### config.mk
export PLATFORM = sky130hd
export DESIGN_NAME = fwd_hazard_ctrl
export DESIGN_NICKNAME = d
export VERILOG_FILES = /design/src/rtl/fwd_pkg.sv /design/src/rtl/md_busy_ctr.sv /design/src/rtl/fwd_hazard_ctrl.sv
export SDC_FILE = /design/constraint.sdc
export NUM_CORES = 1
export LEC_CHECK = 0
export BUFFER_PORTS_ARGS = -buffer_cell sky130_fd_sc_hd__buf_2
export CORE_UTILIZATION = 50
export DETAILED_ROUTE_END_ITERATION = 6
export GPL_TIMING_DRIVEN = 0
export PLACE_DENSITY = 0.78
export SYNTH_ARGS = -nofsm -noshare
export SYNTH_HDL_FRONTEND = slang
export SYNTH_SLANG_ARGS = --single-unit
### constraint.sdc
create_clock -name clk -period 3.28 [get_ports clk]
set_clock_uncertainty 0.05 [all_clocks]
set_input_delay 0.656 -clock clk [delete_from_list [all_inputs] [get_ports clk]]
set_output_delay 0.656 -clock clk [all_outputs]
set_load 0.1 [all_outputs]
### src/rtl/fwd_pkg.sv
// Shared constants for the EX-stage forwarding/hazard controller:
// operand-mux select codes, the hard-wired zero register and the select priority helper.
package fwd_pkg;

    typedef logic [1:0] fwd_sel_t;

    localparam fwd_sel_t FWD_RF   = 2'b00;
    localparam fwd_sel_t FWD_WB   = 2'b01;
    localparam fwd_sel_t FWD_MEM  = 2'b10;
    localparam fwd_sel_t FWD_RSVD = 2'b11;

    localparam int REG0 = 0;

    // MEM result is younger than WB, so it wins when both match.
    function automatic fwd_sel_t fwd_select(input logic hit_m, input logic hit_w);
        if (hit_m) begin
            return FWD_MEM;
        end
        if (hit_w) begin
            return FWD_WB;
        end
        return FWD_RF;
    endfunction

endpackage

### src/rtl/md_busy_ctr.sv
// Busy-window counter for the multicycle multiply/divide unit: loads MD_LATENCY
// on an accepted start, then counts down to zero and holds there.
module md_busy_ctr #(
    parameter int MD_LATENCY = 32
) (
    input  logic clk,
    input  logic reset,
    input  logic load,
    output logic busy
);

    localparam int CNT_W = 8;

    logic [CNT_W-1:0] r_cnt;

    // NOTE: sequential state uses non-blocking assignments so every flop samples pre-edge values.
    always_ff @(posedge clk) begin
        if (reset) begin
            r_cnt <= '0;
        end else if (load) begin
            r_cnt <= CNT_W'(MD_LATENCY);
        end else if (r_cnt != '0) begin
            r_cnt <= r_cnt - CNT_W'(1);
        end
    end

    assign busy = (r_cnt != '0);

endmodule

### src/rtl/fwd_hazard_ctrl.sv
// EX operand-forwarding selects plus load-use / multiply-divide stall and flush control.
// Define FWD_BRANCH_EN to add decode-stage branch-compare forwarding and branch stalls.
module fwd_hazard_ctrl
    import fwd_pkg::*;
#(
    parameter int REG_ADDR_W = 5,
    parameter int MD_LATENCY = 32
) (
    input  logic                  clk,
    input  logic                  reset,
    input  logic [REG_ADDR_W-1:0] rs_d,
    input  logic [REG_ADDR_W-1:0] rt_d,
    input  logic                  uses_rt_d,
    input  logic [REG_ADDR_W-1:0] dst_d,
    input  logic                  regwrite_d,
    input  logic                  memtoreg_d,
    input  logic                  md_start_d,
    input  logic                  md_use_d,
`ifdef FWD_BRANCH_EN
    input  logic                  branch_d,
`endif
    output logic [1:0]            fwd_a_e,
    output logic [1:0]            fwd_b_e,
    output logic                  stall_f,
    output logic                  stall_d,
    output logic                  flush_e,
    output logic                  md_busy,
    output logic                  fwd_a_d,
    output logic                  fwd_b_d
);

    localparam logic [REG_ADDR_W-1:0] REG0_ADDR = REG_ADDR_W'(REG0);

    logic [REG_ADDR_W-1:0] r_rs_e, r_rt_e, r_dst_e, r_dst_m, r_dst_w;
    logic                  r_regwrite_e, r_memtoreg_e, r_regwrite_m, r_regwrite_w;

    logic w_hit_a_m, w_hit_a_w, w_hit_b_m, w_hit_b_w;
    logic w_lwstall, w_mdstall, w_brstall, w_stall, w_md_load;

    always_ff @(posedge clk) begin
        if (reset) begin
            r_rs_e       <= '0;
            r_rt_e       <= '0;
            r_dst_e      <= '0;
            r_regwrite_e <= 1'b0;
            r_memtoreg_e <= 1'b0;
            r_dst_m      <= '0;
            r_regwrite_m <= 1'b0;
            r_dst_w      <= '0;
            r_regwrite_w <= 1'b0;
        end else begin
            // A stalled decode slot enters EX as an all-zero bubble.
            if (w_stall) begin
                r_rs_e       <= '0;
                r_rt_e       <= '0;
                r_dst_e      <= '0;
                r_regwrite_e <= 1'b0;
                r_memtoreg_e <= 1'b0;
            end else begin
                r_rs_e       <= rs_d;
                r_rt_e       <= rt_d;
                r_dst_e      <= dst_d;
                r_regwrite_e <= regwrite_d;
                r_memtoreg_e <= memtoreg_d;
            end
            r_dst_m      <= r_dst_e;
            r_regwrite_m <= r_regwrite_e;
            r_dst_w      <= r_dst_m;
            r_regwrite_w <= r_regwrite_m;
        end
    end

    assign w_hit_a_m = r_regwrite_m && (r_dst_m != REG0_ADDR) && (r_dst_m == r_rs_e);
    assign w_hit_a_w = r_regwrite_w && (r_dst_w != REG0_ADDR) && (r_dst_w == r_rs_e);
    assign w_hit_b_m = r_regwrite_m && (r_dst_m != REG0_ADDR) && (r_dst_m == r_rt_e);
    assign w_hit_b_w = r_regwrite_w && (r_dst_w != REG0_ADDR) && (r_dst_w == r_rt_e);

    assign fwd_a_e = fwd_select(w_hit_a_m, w_hit_a_w);
    assign fwd_b_e = fwd_select(w_hit_b_m, w_hit_b_w);

    assign w_lwstall = r_memtoreg_e && r_regwrite_e && (r_dst_e != REG0_ADDR) &&
                       ((r_dst_e == rs_d) || (uses_rt_d && (r_dst_e == rt_d)));

    assign w_mdstall = md_busy && (md_start_d || md_use_d);

`ifdef FWD_BRANCH_EN
    logic r_memtoreg_m;

    always_ff @(posedge clk) begin
        if (reset) begin
            r_memtoreg_m <= 1'b0;
        end else begin
            r_memtoreg_m <= r_memtoreg_e;
        end
    end

    assign fwd_a_d = r_regwrite_m && (r_dst_m != REG0_ADDR) && (r_dst_m == rs_d);
    assign fwd_b_d = r_regwrite_m && (r_dst_m != REG0_ADDR) && (r_dst_m == rt_d);

    // Branch compares in decode: an ALU result still in EX, or a load still in MEM, is not yet available.
    assign w_brstall = branch_d &&
                       ((r_regwrite_e && (r_dst_e != REG0_ADDR) && ((r_dst_e == rs_d) || (r_dst_e == rt_d))) ||
                        (r_memtoreg_m && (r_dst_m != REG0_ADDR) && ((r_dst_m == rs_d) || (r_dst_m == rt_d))));
`else
    assign fwd_a_d   = 1'b0;
    assign fwd_b_d   = 1'b0;
    assign w_brstall = 1'b0;
`endif

    assign w_stall = w_lwstall || w_mdstall || w_brstall;

    assign stall_f = w_stall;
    assign stall_d = w_stall;
    assign flush_e = w_stall;

    assign w_md_load = md_start_d && !w_stall;

    md_busy_ctr #(
        .MD_LATENCY(MD_LATENCY)
    ) u_md_busy_ctr (
        .clk  (clk),
        .reset(reset),
        .load (w_md_load),
        .busy (md_busy)
    );

endmodule

# == Word level (Yosys, flattened, before mapping) ==
# Index checks and enable logic that the tools add are counted.
# totals
regBits,37
latch_bits,0
ramBits,0
romBits,0
inputBits,22
elab_cells,57
n_memories,0
# classes
n_addsub,1
mul,0
n_div,0
magnitude_cmp,0
n_eq_ne,6
n_shift,0
muxes,16
bitwise_logic,0
reduce_logical,23
# op_table
op,count
$eq A5 B5 Y1,6
$mux W2,8
$reduce_bool A5 Y1,3
$logic_and A1 B1 Y1,12
$mux W6,2
$reduce_bool A8 Y1,1
$sub A8 B1 Y8 const B,1
$mux W1,6
$reduce_or A2 Y1,2
$logic_or A1 B1 Y1,3
$reduce_bool A2 Y1,1
$logic_not A1 Y1,1

# == Depth between registers and ports, before layout ==
# Gate-level depths: netlist (run 1).
# depth
depth_word,8
depth_mapped,8
mapped_depth_nobuf,8

# == By module ==
# A second synthesis (run 1) with hierarchy kept.
# hier_totals
hier_cells,193
area_unflattened_um2,1900.6
# modules_own_cells
mod,n_inst,cells_each,area_per_inst_um2
fwd_hazard_ctrl,1,142,1433.9
md_busy_ctr,1,51,466.7

# == Least setup slack after synthesis (run 1) ==
# OpenSTA, ideal clock, no wires.
# synth_timing
kind,register -> output
start,register r_dst_m[1]
end,output port fwd_a_e[0]
arrival_ns,4.022
required_time_ns,2.574
slack_ns,-1.448
path_stages_with_launch,5
n_path_buf,0
cell_sequence,dfxtp_1 or4_1 o21ai_1 nor4_1 nor4_1
# synth_between
elab_chain_len,5
# synth_rtl
item,line_no,source
from (decl),fwd_hazard_ctrl.sv:34,"logic [REG_ADDR_W-1:0] r_rs_e, r_rt_e, r_dst_e, r_dst_m, r_dst_w;"
from (signal assigned),fwd_hazard_ctrl.sv:66,r_dst_m <= r_dst_e;
$reduce_bool A5 Y1,fwd_hazard_ctrl.sv:73,assign w_hit_a_m = r_regwrite_m && (r_dst_m != REG0_ADDR) && (r_dst_m == r_rs_e);
$logic_and A1 B1 Y1,fwd_hazard_ctrl.sv:73,
$logic_and A1 B1 Y1 (*),fwd_hazard_ctrl.sv:73,
via w_hit_a_m,fwd_hazard_ctrl.sv:37,"logic w_hit_a_m, w_hit_a_w, w_hit_b_m, w_hit_b_w;"
$mux W1 (*),fwd_pkg.sv:16,if (hit_m) begin
$mux W2 (*),fwd_pkg.sv:19,if (hit_w) begin
to (decl),fwd_hazard_ctrl.sv:22,"output logic [1:0] fwd_a_e,"
# Mark *: on every way through the listed nets, which the timed path passes. The rest lies on a longest branch.

# == Final worst setup path (run 1) ==
# layout_timing
start,register u_md_busy_ctr.r_cnt[0]
end,output port stall_f
# layout_between
elab_chain_len,3
# layout_rtl
item,line_no,source
from (decl),md_busy_ctr.sv:14,logic [CNT_W-1:0] r_cnt;
from (signal assigned),md_busy_ctr.sv:21,r_cnt <= CNT_W'(MD_LATENCY);
from (signal assigned),md_busy_ctr.sv:23,r_cnt <= r_cnt - CNT_W'(1);
$reduce_bool A8 Y1,md_busy_ctr.sv:27,assign busy = (r_cnt != '0);
$logic_and A1 B1 Y1,fwd_hazard_ctrl.sv:84,assign w_mdstall = md_busy && (md_start_d || md_use_d);
$logic_or A1 B1 Y1,fwd_hazard_ctrl.sv:110,assign w_stall = w_lwstall || w_mdstall || w_brstall;
to (decl),fwd_hazard_ctrl.sv:24,"output logic stall_f,"
# No other way between the ends.

==> impl_metrics.csv, run 1 <==
group,metric,value,unit
timing,worst_slew_pin_slew,0.6870,ns
route,wl_per_cell,12.08,um
power,ir_worst_vdd,0.0008185,V
timing,rsz0062_at_grt,"no",
placement,hpwl,2406,um
global_route,grtUsageMet2,0.3451,
synthesis,netlist.top_cell.by_area,"dfxtp_1",
synthesis,yosysMostFrequentCell,"dfxtp_1",
floorplanning,die_area,3545,sq um
synthesis,yosysTopAreaCellShare,0.4475,
power,p_leak,0.0008812,uW
floorplanning,io_pins,32,
global_route,use_met3,0.06987,
global_route,antenna_found_initial,0,
timing,slew-limit-headroom,0.5378,
power,power.density,825.3,nW/um^2
cts,cts.sinks,37,
timing,hold_slack,0.4227,ns
synthesis,syn_area,1655,sq um
critical_path,critPathArrivalTime,2.41,ns
synthesis,seq_area_frac_synth,0.4475,
power,p_int,907.1,uW
cts,root_buffer,"clkbuf_4",
route,vias_per_cell,4.880,
cts,htreeDepth,2,
final_layout,finalNetCount,230,
synthesis,yosysWarnings,0,
power,power.switching,710.1,uW
final_layout,diodes,0,
timing,setup_viol,0,
synthesis,synth_edf_count,0,
synthesis,synth_common_cells,"dfxtp_1, and2_1, xnor2_1, xor2_1, nor2b_1",
placement,dpl.cell_count,243,
power,p_clk_frac,0.168,
cts,clock_latency,0.34,ns
route,first_pass_iters,5,
power,swShare,0.4391,
placement,gp_congestion,0.8018,
global_route,track_usage,0.2012,
critical_path,reg2reg_depth,8,
floorplanning,die_h,59.54,um
critical_path,worst-setup-path-type,"reg -> out",
synthesis,synth-seq-cells,37,
critical_path,path_max_fanout,6,
power,finalPower,1617,uW
timing,finalCritPeriodShare,0.9511,
global_route,grt_busiest_layer,"met2",
cts,ctsResizeCount,0,
placement,place.port_buffers,29,
final_layout,syn_to_final_growth,18.37,%
job,cap_violations,0,
cts,path_clk_slew,0.10,ns
route,routed_wl,3031,um
power,comb_power_share,0.444,
worst_hold_path,min_path_type,"reg -> reg",
cts,clk_path_buf_depth,2,
floorplanning,fp.coreArea,3103,sq um
final_layout,final_cell_count_no_fill,251,
timing,maxSlewViolCount,0,
global_route,grt_max_degree,12,
floorplanning,rows,20,
run_status,status,"finished, final reports clean",
worst_hold_path,hold_depth,1,
final_layout,drive_gt1_frac,0.2415,
route,drc,0,
critical_path,crit_required,2.57,ns
timing,hold_viol,0,
synthesis,ys_top_cells_by_area,"dfxtp_1, xnor2_1, xor2_1",
timing,fin_tns_setup,0,ns
cts,cts_hold_buf,0,
synthesis,syn_inst,169,
route,drt-initial-drc-count,43,
route,ant_nets,0,
floorplanning,start_util,0.5335,
synthesis,yosysUniqueCellTypes,34,
critical_path,cp-end-kind,"output port",
global_route,use_met1,0.2172,
power,seq_power_share,0.388,
critical_path,start_kind,"flip-flop",
synthesis,synth.avg_cell_area,9.795,sq um
synthesis,synth-main-ff-cell,"dfxtp_1",
timing,layout_min_cycle_time,3.120,ns
synthesis,synthArstFlopShare,0,
global_route,gr-total-overflow,0,
route,vias,1225,
global_route,grt_pass1_wl,5112,um
cts,cts_setup_buffers,0,
floorplanning,die_w,59.54,um
global_route,grt_pass1_vias,1235,
cts,cts_buffers,5,
timing,clock.fmax,320.6,MHz
cts,tritoncts,"done",
==> power groups by stage <==
| stage | Clock (uW) | Combinational (uW) | Sequential [uW] |
|---|---|---|---|
| floorplan | 0 | 611 | 611 |
| global placement | 0 | 697 | 630 |
| detailed placement | 0 | 718 | 636 |
| CTS | 276 | 723 | 625 |
| global route | 296 | 777 | 639 |
| finish | 272 | 719 | 627 |
==> registers in the layout, summed over array words and instances, names as in the netlist <==
register	cells
r_regwrite_w	1
r_rt_e	5
r_regwrite_e	1
r_rs_e	5
r_regwrite_m	1
u_md_busy_ctr.r_cnt	8
r_dst_w	5
r_dst_m	5
r_memtoreg_e	1
r_dst_e	5
==> stage by stage <==
| step | util | cell area, sq um | worst slack, ns |
|---|---|---|---|
| floorplan | - | 1689 | 0.1946 |
| global placement | 0.6089 | 1889 | 0.3763 |
| detailed placement | 0.6089 | 1889 | 0.3713 |
| CTS | 0.6315 | 1959 | 0.1507 |
| global route | 0.6315 | 1959 | 0.008263 |
| finish | 0.6315 | 1959 | 0.1604 |
==> final cells by class <==
class	count	area [sq um]
multi-input cells	121	873.3
clock buffers	7	65.06
repair buffers	29	145.1
fillers	269	1144
well taps	44	55.05
inverters	3	11.26
plain buffers	9	63.81
clock inverters	1	5.005
flip-flops and latches	37	740.7
==> path summary, 6_finish.rpt <==
check	startpoint	to	slack, ns
worst max-delay path	u_md_busy_ctr.r_cnt[0]	stall_f	0.16
worst min-delay path	r_regwrite_m	r_regwrite_w	0.42
worst max register to register	u_md_busy_ctr.r_cnt[1]	r_rs_e[0]	1.08
worst min register to register	r_regwrite_m	r_regwrite_w	0.42
==> critical path: stages (launching register included) <==
cell	delay, ns
dfxtp_1	0.39
inv_1	0.10
ha_1	0.24
nor3b_1	0.16
and2_1	0.24
nor2_1	0.27
a21o_1	0.15
buf_4	0.11
buf_2	0.41
==> cells by family (layout without fill, tap and decap cells) <==
logic type	Yosys count	count (layout)	share of synthesized area
buffers and inverters	12	49	0.04534
flip-flops	37	37	0.4475
AO/OA/AOI/OAI	15	15	0.07333
other	1	2	0.002265
XOR/XNOR	32	32	0.1693
multiplexers	1	1	0.006047
AND/OR/NAND/NOR	69	69	0.2411
adder cells (fa/ha/maj)	2	2	0.01511
==> per-layer routing <==
metal,routed length (um),part of all wire,vias to the layer above
li1,-,-,630
met3,150,0.049,9
met1,1320,0.44,550
met5,0,0,-
met4,73,0.024,0
met2,1487,0.49,36
==> cells in the final DEF (no fill, tap or decap), drive strengths merged, types with 4 or more instances in the layout <==
cell type / synthesis / routed
nand3: 4 / 4
or4: 4 / 4
nor4: 5 / 5
xnor2: 17 / 17
xor2: 15 / 15
clkbuf: 1 / 8
nor2: 7 / 7
nor2b: 13 / 13
nand2: 7 / 7
nor3: 4 / 4
dfxtp: 37 / 37
o21ai: 4 / 4
and2: 18 / 18
buf: 8 / 37
or3: 4 / 4
(Power assumes the default switching activity.)
==> inputs of run 2 (changes only) <==
--- a/config.mk
+++ b/config.mk
@@ -6,10 +6,11 @@
 export NUM_CORES = 1
 export LEC_CHECK = 0
 export BUFFER_PORTS_ARGS = -buffer_cell sky130_fd_sc_hd__buf_2
-export CORE_UTILIZATION = 50
+export CORE_UTILIZATION = 48
 export DETAILED_ROUTE_END_ITERATION = 6
 export GPL_TIMING_DRIVEN = 0
-export PLACE_DENSITY = 0.78
+export PLACE_DENSITY = 0.79
 export SYNTH_ARGS = -nofsm -noshare
 export SYNTH_HDL_FRONTEND = slang
 export SYNTH_SLANG_ARGS = --single-unit
+export TNS_END_PERCENT = 30
==> constraint.sdc (replaced) <==
create_clock -name clk -period 2.8 [get_ports clk]
set_clock_uncertainty 0.05 [all_clocks]
set_input_delay 0.56 -clock clk [delete_from_list [all_inputs] [get_ports clk]]
set_output_delay 0.56 -clock clk [all_outputs]
set_load 0.1 [all_outputs]
==> run 2 against run 1 <==
  * First-iteration DRC count is 21% lower
  * Count of clock-buffer cells in the layout is 2 lower
  * Worst hold slack worse by 0.065 ns
  * Combinational power is 28% higher
  * Total power is 32% higher
  * Critical path depth stayed put
==> impl_metrics.csv, run 2 (synthesis gave the netlist of run 1 again) <==
group,metric,value,unit
timing,hold_slack,0.3580,ns
final_layout,finalNetCount,230,
cts,clk_path_buf_depth,2,
critical_path,start_kind,"flip-flop",
global_route,track_usage,0.2079,
worst_hold_path,min_path_type,"in -> reg",
route,ant_nets,0,
floorplanning,fp.coreArea,3153,sq um
critical_path,crit_family,"simple AND/OR/NAND/NOR gates",
critical_path,critPathSlowestCell,"dfxtp_2",
timing,layout_min_cycle_time,2.709,ns
route,vias_per_cell,4.924,
worst_hold_path,min_from,"dst_d[4]",
timing,fin_tns_setup,0,ns
final_layout,largest_reg_flops,8,
power,ir_worst_vdd,0.001038,V
final_layout,drive_gt1_frac,0.2850,
critical_path,crit_chain,"inv_1 > ha_1 > nor3b_2 > and2_4 > nor2_2 > a21o_2 > buf_4 > buf_6",
placement,hpwl,2499,um
global_route,gr-total-overflow,0,
global_route,grt_pass1_vias,1230,
placement,place.port_buffers,29,
cts,htreeDepth,2,
timing,finalCritPeriodShare,0.9676,
floorplanning,io_pins,32,
timing,maxSlewViolCount,0,
cts,path_clk_slew,0.11,ns
final_layout,syn_to_final_growth,23.81,%
route,vias,1236,
timing,rsz0062_at_grt,"yes",
global_route,grt_pass1_wl,5416,um
run_status,status,"finished, final reports clean",
final_layout,postLayoutCoreUtil,0.6500,
power,finalPower,2128,uW
final_layout,regMostFlops,"u_md_busy_ctr.r_cnt",
cts,clock_latency,0.34,ns
global_route,antenna_found_initial,0,
placement,gp_congestion,0.7914,
cts,cts_hold_buf,0,
critical_path,critPathArrivalTime,2.10,ns
cts,cts.sinks,37,
route,first_pass_iters,4,
route,drt-initial-drc-count,34,
floorplanning,die_area,3688,sq um
power,p_leak,0.0009082,uW
global_route,grt_max_degree,13,
final_layout,final_cell_mix,"dfxtp_1, buf_2, xnor2_1, and2_1, xor2_1",
floorplanning,die_w,60.73,um
critical_path,startpoint,"u_md_busy_ctr.r_cnt[1]",
critical_path,cp-end-kind,"output port",
timing,clock.fmax,369.1,MHz
placement,dpl.cell_count,243,
cts,root_buffer,"clkbuf_4",
cts,tritoncts,"done",
floorplanning,die_h,60.73,um
power,power.density,1038,nW/um^2
final_layout,diodes,0,
route,routed_wl,3358,um
cts,cts_buffers,5,
route,wl_per_cell,13.38,um
timing,hold_viol,0,
critical_path,max_stage_delay,0.37,ns
timing,setup_viol,0,
route,drc,0,
critical_path,worst-path-buf-inv,3,
final_layout,final_cell_count_no_fill,251,
critical_path,r2r-start,"u_md_busy_ctr.r_cnt[1]",
job,cap_violations,0,
floorplanning,rows,20,
critical_path,path_max_fanout,6,
critical_path,worst-setup-path-type,"reg -> out",
critical_path,crit_required,2.19,ns
final_layout,mostFrequentLayoutCell,"dfxtp_1",
floorplanning,start_util,0.5250,
[run 2: report_power, final]
part	leakage [uW]	internal, uW	switching, uW
Clock	0.0000552	276	182
Sequential	0.000303	631	115
Combinational	0.000550	334	589
Total	0.000908	1240	886
[run 2: path summary, 6_finish.rpt]
check,endpoint,slack (ns),depth (start not counted)
min reg2reg,r_regwrite_w,0.44,1
max reg2reg,r_rs_e[0],0.76,8
max,stall_f,0.09,8
min,r_dst_e[4],0.36,2
[run 2: worst reg2reg max path: stages (launching register included)]
cell	delay (ns)
dfxtp_2	0.37
inv_1	0.12
ha_1	0.22
nor3b_2	0.23
and2_4	0.23
nor2_2	0.07
a211oi_4	0.37
buf_6	0.19
and2_1	0.14
[run 2: repair_timing]
action | in CTS | in global routing
resized for setup | 12 | 6
setup buffers | 0 | 0
pin swaps | 0 | 0
setup endpoints to repair | 7 | 5
[run 2: layout make-up]
type | instances | area, sq um
flip-flops and latches | 37 | 743.2
clock inverters | 3 | 65.06
repair buffers | 29 | 172.7
clock buffers | 5 | 37.54
fillers | 258 | 1104
multi-input cells | 121 | 900.9
inverters | 3 | 11.26
well taps | 44 | 55.05
plain buffers | 9 | 63.81
[run 2: stage by stage]
| stage | area, sq um | setup slack, ns |
|---|---|---|
| 6_report | 2049 | 0.09074 |
| 2_1_floorplan | 1690 | -0.007878 |
| 4_1_cts | 2031 | -0.03229 |
| 5_1_grt | 2049 | -0.02054 |
| 3_3_place_gp | 1891 | 0.09072 |
| 3_5_place_dp | 1891 | 0.07549 |
[run 2: metal layers]
layer | global-route usage | wire length (um)
met5 | 0 | 0
met4 | 0.09740 | 74
met3 | 0.05757 | 159
met2 | 0.3595 | 1688
met1 | 0.2380 | 1435
